File: src/rtl/cp0_irq_timer.sv
// Coprocessor-0 for the single-cycle MIPS core: Status/Cause/EPC with
// 5-bit shift nesting, masked external interrupts, Count/Compare timer
// with prescaler, nesting depth tracking and a fixed exception vector.
module cp0_irq_timer #(
    parameter int          NUM_IRQ    = 6,
    parameter int          COUNT_DIV  = 1,
    parameter logic [31:0] EXC_VECTOR = 32'h0040_0004,
    parameter int          MAX_NEST   = 4,
    parameter int          SHIFT      = 5
) (
    input  logic               clk,
    input  logic               rst_n,
    input  logic               mfc0,
    input  logic               mtc0,
    input  logic [4:0]         Rd,
    input  logic [31:0]        wdata,
    output logic [31:0]        rdata,
    input  logic [31:0]        pc,
    input  logic               exception,
    input  logic [4:0]         cause,
    input  logic               eret,
    input  logic [NUM_IRQ-1:0] irq,
    output logic               intr_req,
    output logic               timer_int,
    output logic [31:0]        status,
    output logic [31:0]        exc_addr,
    output logic [2:0]         nest_depth,
    output logic               nest_ovf
);

    localparam logic [4:0]  RD_COUNT   = 5'd9;
    localparam logic [4:0]  RD_COMPARE = 5'd11;
    localparam logic [4:0]  RD_STATUS  = 5'd12;
    localparam logic [4:0]  RD_CAUSE   = 5'd13;
    localparam logic [4:0]  RD_EPC     = 5'd14;
    localparam logic [4:0]  RD_PRID    = 5'd15;
    localparam logic [31:0] PRID       = 32'h0000_5401;
    localparam logic [7:0]  PRESC_LAST = 8'(COUNT_DIV - 1);
    localparam logic [2:0]  NEST_MAX   = 3'(MAX_NEST);

    logic [31:0] r_count;
    logic [31:0] r_compare;
    logic [31:0] r_status;
    logic [31:0] r_epc;
    logic [4:0]  r_exc_code;
    logic [1:0]  r_sw_int;
    logic [7:0]  r_presc;
    logic        r_timer_int;
    logic [2:0]  r_nest_depth;
    logic        r_nest_ovf;

    logic [5:0]  w_irq6;
    logic [5:0]  w_ip;
    logic [31:0] w_cause_rd;
    logic        w_wr_en;
    logic        w_wr_count;
    logic        w_wr_compare;

    // Map the external lines onto the six IP slots; unused slots read 0.
    genvar gi;
    generate
        for (gi = 0; gi < 6; gi++) begin : g_ip
            if (gi < NUM_IRQ) begin : g_used
                assign w_irq6[gi] = irq[gi];
            end else begin : g_unused
                assign w_irq6[gi] = 1'b0;
            end
        end
    endgenerate

    assign w_ip       = w_irq6 | {r_timer_int, 5'b0};
    assign w_cause_rd = {16'b0, w_ip, r_sw_int, 1'b0, r_exc_code, 2'b0};

    // mtc0 only lands when neither an exception nor an eret owns the cycle.
    assign w_wr_en      = mtc0 && !exception && !eret;
    assign w_wr_count   = w_wr_en && (Rd == RD_COUNT);
    assign w_wr_compare = w_wr_en && (Rd == RD_COMPARE);

    assign intr_req   = r_status[0] & (|(w_ip & r_status[15:10]));
    assign exc_addr   = eret ? r_epc : EXC_VECTOR;
    assign timer_int  = r_timer_int;
    assign status     = r_status;
    assign nest_depth = r_nest_depth;
    assign nest_ovf   = r_nest_ovf;

    // Combinational register read port.
    always_comb begin
        rdata = 32'b0;
        if (mfc0) begin
            case (Rd)
                RD_COUNT:   rdata = r_count;
                RD_COMPARE: rdata = r_compare;
                RD_STATUS:  rdata = r_status;
                RD_CAUSE:   rdata = w_cause_rd;
                RD_EPC:     rdata = r_epc;
                RD_PRID:    rdata = PRID;
                default:    rdata = 32'b0;
            endcase
        end
    end

    // Free-running prescaled Count; a Count write restarts the prescaler.
    always_ff @(posedge clk or negedge rst_n) begin
        if (!rst_n) begin
            r_count <= 32'b0;
            r_presc <= 8'b0;
        end else if (w_wr_count) begin
            r_count <= wdata;
            r_presc <= 8'b0;
        end else if (r_presc == PRESC_LAST) begin
            r_count <= r_count + 32'd1;
            r_presc <= 8'b0;
        end else begin
            r_presc <= r_presc + 8'd1;
        end
    end

    // Compare register and sticky timer interrupt; a Compare write beats a match.
    always_ff @(posedge clk or negedge rst_n) begin
        if (!rst_n) begin
            r_compare   <= 32'hFFFF_FFFF;
            r_timer_int <= 1'b0;
        end else if (w_wr_compare) begin
            r_compare   <= wdata;
            r_timer_int <= 1'b0;
        end else if (r_count == r_compare) begin
            r_timer_int <= 1'b1;
        end
    end

    // Status/Cause/EPC and nesting: exception > eret > mtc0.
    always_ff @(posedge clk or negedge rst_n) begin
        if (!rst_n) begin
            r_status     <= 32'b0;
            r_epc        <= 32'b0;
            r_exc_code   <= 5'b0;
            r_sw_int     <= 2'b0;
            r_nest_depth <= 3'b0;
            r_nest_ovf   <= 1'b0;
        end else if (exception) begin
            r_status   <= r_status << SHIFT;
            r_epc      <= pc;
            r_exc_code <= cause;
            r_sw_int   <= 2'b0;
            if (r_nest_depth == NEST_MAX) begin
                r_nest_ovf <= 1'b1;
            end else begin
                r_nest_depth <= r_nest_depth + 3'd1;
            end
        end else if (eret) begin
            r_status <= r_status >> SHIFT;
            if (r_nest_depth != 3'd0) begin
                r_nest_depth <= r_nest_depth - 3'd1;
            end
        end else if (mtc0) begin
            case (Rd)
                RD_STATUS: begin
                    r_status <= {1'b0, wdata[30:0]};
                    if (wdata[31]) begin
                        r_nest_ovf <= 1'b0;
                    end
                end
                RD_CAUSE: r_sw_int <= wdata[9:8];
                RD_EPC:   r_epc    <= wdata;
                default: ;
            endcase
        end
    end

endmodule

File: config.mk
export PLATFORM = sky130hd
export DESIGN_NAME = cp0_irq_timer
export DESIGN_NICKNAME = d
export VERILOG_FILES = /design/src/rtl/cp0_irq_timer.sv
export SDC_FILE = /design/constraint.sdc
export NUM_CORES = 1
export LEC_CHECK = 0
export CORE_AREA = 2 2 137 139
export CTS_CLUSTER_DIAMETER = 150
export CTS_CLUSTER_SIZE = 40
export DETAILED_ROUTE_END_ITERATION = 8
export DIE_AREA = 0 0 139 141
export DONT_BUFFER_PORTS = 1
export PLACE_DENSITY_LB_ADDON = 0.3
export SETUP_SLACK_MARGIN = 0.4
export SKIP_LAST_GASP = 1
export SLEW_MARGIN = 40
export SYNTH_ARGS = -nofsm -noshare
export SYNTH_HDL_FRONTEND = slang
export SYNTH_SLANG_ARGS = --single-unit
File: constraint.sdc
create_clock -name clk -period 3.1 [get_ports clk]
set_clock_uncertainty 0.1 [all_clocks]
set_input_delay 0.31 -clock clk [delete_from_list [all_inputs] [get_ports clk]]
set_output_delay 0.31 -clock clk [all_outputs]
set_load 0.02 [all_outputs]
==> results.cfg <==
[clocking]
clock_path_buffers = 2
htree_levels = 4
cts_tree = built
cts.sinks = 148
cts-root-buf = clkbuf_16
clk_latency_ns = 0.44
post_cts_buffers = 0
clk_pin_slew_ns = 0.07
numCtsBuffers = 17

[power]
ir_worst_vdd_v = 0.000504
power_density_nw_per_um2 = 612
p_leak_uw = 0.00415

[logic_synthesis]
synth_top_family_by_area = simple AND/OR/NAND/NOR gates
synth_cell_types = 62
syn_inst = 960
syn_nets = 1050
syn_area_per_cell_sq_um = 9.24
netlist_area_sq_um = 8870
synth-simple-area-share_pct = 18.6
synth_edf_count = 0
async_flop_share_pct = 100
synth_xor_area_share_pct = 6.72
synth-seq-area-share_pct = 42.2
synth_seq_cells = 148
yosys_warnings = 0
synth.mux.area_fraction_pct = 13.3
synthAdderAreaFrac_pct = 0.649
synthFlopType = dfrtp_1
synth_compound_area_share_pct = 14.1

[sta]
tightest_slew_ns = 0.718
fin_hold_ws_ns = -0.517
period_needed_ns = 2.45
final.setup.tns_ns = 0
period_share_pct = 78.9
max_freq_mhz = 409
setup_viol = 0
hold_viol = 149
rsz0062_at_grt = false
drv_slew = 0
timing.slew.headroom_pct = 52.3
setup_slack_ns = 0.655

[routing]
vias = 7914
drt_iter0_drc = 970
drc = 0
viasPerCell = 6.30
drt_wl_total_um = 31400
drtAntennaViolNets = 0
dr.pass1.iters = 6
avgRoutedWirePerCell_um = 25.0

[final_layout]
syn2layout_area_growth_pct = 17.5
nNetsFinal = 1095
fin_cells = 1257
drive_gt1_share_pct = 13.9

[setup_path]
end_kind = primary output
r2r_slack_ns = 0.81
ff2ff_path_depth = 7
rr_startpoint = r_presc[0]
cp-start-kind = register
worstSetupPathType = reg -> out
critPathRequiredTime_ns = 2.69
r2r-end = r_count[30]
crit_start = status[1]
worstPathMaxFanout = 4
crit_arrival_ns = 2.04
crit_end = rdata[1]

[floorplanning]
coreArea_sq_um = 18300
start_util_pct = 48.5
io_pins = 188
dieHeight_um = 141
die_area_sq_um = 19600
fp-row-count = 50
fp.dieW_um = 139

[place]
place_ws_ns = 0.768
dp.cells = 1146
dp_hpwl_um = 20600
io_buffers = 0
routabilityCongestion = 0.896

[global_routing]
grt_usage_pct = 31.9
grt_pass1_wl_um = 46900
grt.overflow.total = 0
antenna_found_initial = 4
grt_pass1_vias = 7375
grt_max_degree = 149

[outcome]
violations = hold timing
status = finished, violations left

[min_path]
hold_path.class = in -> async

[flow_run]
maxCapViolations = 0
==> logic make-up after synthesis <==
group,after synthesis
compound gates,194
xor+xnor,68
fa+ha+maj,4
buf+inv,92
flops,148
mux,113
simple gates,341
==> routing by layer <==
metal  vias up  global-route usage, %  routed length, um
met5         -                      0                  0
met4         0                   14.9               1480
met3        72                   11.7               3890
met2       514                   48.2              14000
met1      3826                   40.8              12100
li1       3502                      -                  -
==> power by group <==
part           total [uW]  switching (uW)  internal (uW)
clock network        2220             838           1390
registers            2860             618           2240
logic                1290             668            622
==> through the flow <==
stage	total power (uW)	hold WS (ns)	cell area, sq um	utilization (%)
2_1_floorplan	3680	-0.0856	8870	-
3_3_place_gp	3980	-0.0760	9030	49.4
3_5_place_dp	4000	-0.0761	9030	49.4
4_1_cts	6320	-0.533	10400	56.8
5_1_grt	6620	-0.544	10400	57.0
6_report	6370	-0.517	10400	57.0
==> critical path: stages (launching register included) <==
cell and delay, ns:
dfrtp_1 0.50, mux2i_1 0.32, nor2_1 0.10, a221oi_1 0.39
nor2_1 0.10, buf_4 0.17
==> state kept, by name, summed over array words and instances (netlist names), 2 cells and up <==
register / flops
r_sw_int: 2
r_count: 32
r_presc: 8
r_compare: 32
nest_depth: 3
r_exc_code: 5
r_epc: 32
status: 32
==> cells in the mapped netlist, types with 4 or more instances <==
cell | count | area [sq um]
o22ai_1 | 10 | 62.6
and2_1 | 32 | 200
dfrtp_1 | 116 | 2900
dfstp_2 | 32 | 841
o221ai_1 | 4 | 35.0
nand3_1 | 16 | 80.1
inv_1 | 28 | 105
o21ai_0 | 70 | 350
nand4_1 | 16 | 100
nor4_1 | 12 | 75.1
buf_1 | 5 | 18.8
a221oi_1 | 19 | 166
mux2_2 | 41 | 462
a21oi_1 | 44 | 220
o31ai_1 | 6 | 45.0
xnor2_1 | 60 | 526
nor2b_1 | 5 | 31.3
nor3_1 | 8 | 40.0
nor2_1 | 129 | 484
nand2_1 | 91 | 342
mux2i_1 | 71 | 711
a22oi_1 | 5 | 37.5
and4_1 | 5 | 43.8
buf_2 | 23 | 115
clkbuf_1 | 34 | 128
a222oi_1 | 19 | 190
xor2_1 | 8 | 70.1
==> area by class of cell <==
class	count	area, sq um
fillers	1576	7850
flip-flops and latches	148	3740
clock buffers	22	464
multi-input cells	720	4760
repair buffers	90	883
clock inverters	10	156
diodes	5	12.5
well taps	234	293
inverters	28	105
==> cells in the final DEF, fill, tap and decap left out, types with 41 or more instances in the layout <==
cell | Yosys | routed
o21ai_0 | 70 | 70
nor2_1 | 129 | 129
mux2_2 | 41 | 41
xnor2_1 | 60 | 60
dlygate4sd3_1 | 0 | 73
dfrtp_1 | 116 | 116
nand2_1 | 91 | 91
mux2i_1 | 71 | 71
a21oi_1 | 44 | 44
==> repair_timing <==
| item | 4_1_cts | 5_1_grt |
|---|---|---|
| hold buffers | 72 | 2 |
| resized for setup | 0 | 0 |
| endpoints found under the hold margin | 279 | 150 |
==> worst min-delay path by stage <==
stage	from	to	slack [ns]	cells after the start
floorplan	rst_n	nest_depth[0]	-0.09	0
global placement	rst_n	r_exc_code[0]	-0.08	0
detailed placement	rst_n	r_count[2]	-0.08	0
CTS	rst_n	r_epc[12]	-0.53	0
global route	rst_n	r_epc[11]	-0.54	0
finish	rst_n	r_exc_code[4]	-0.52	0
No activity file was read; power rests on OpenSTA's default activity.
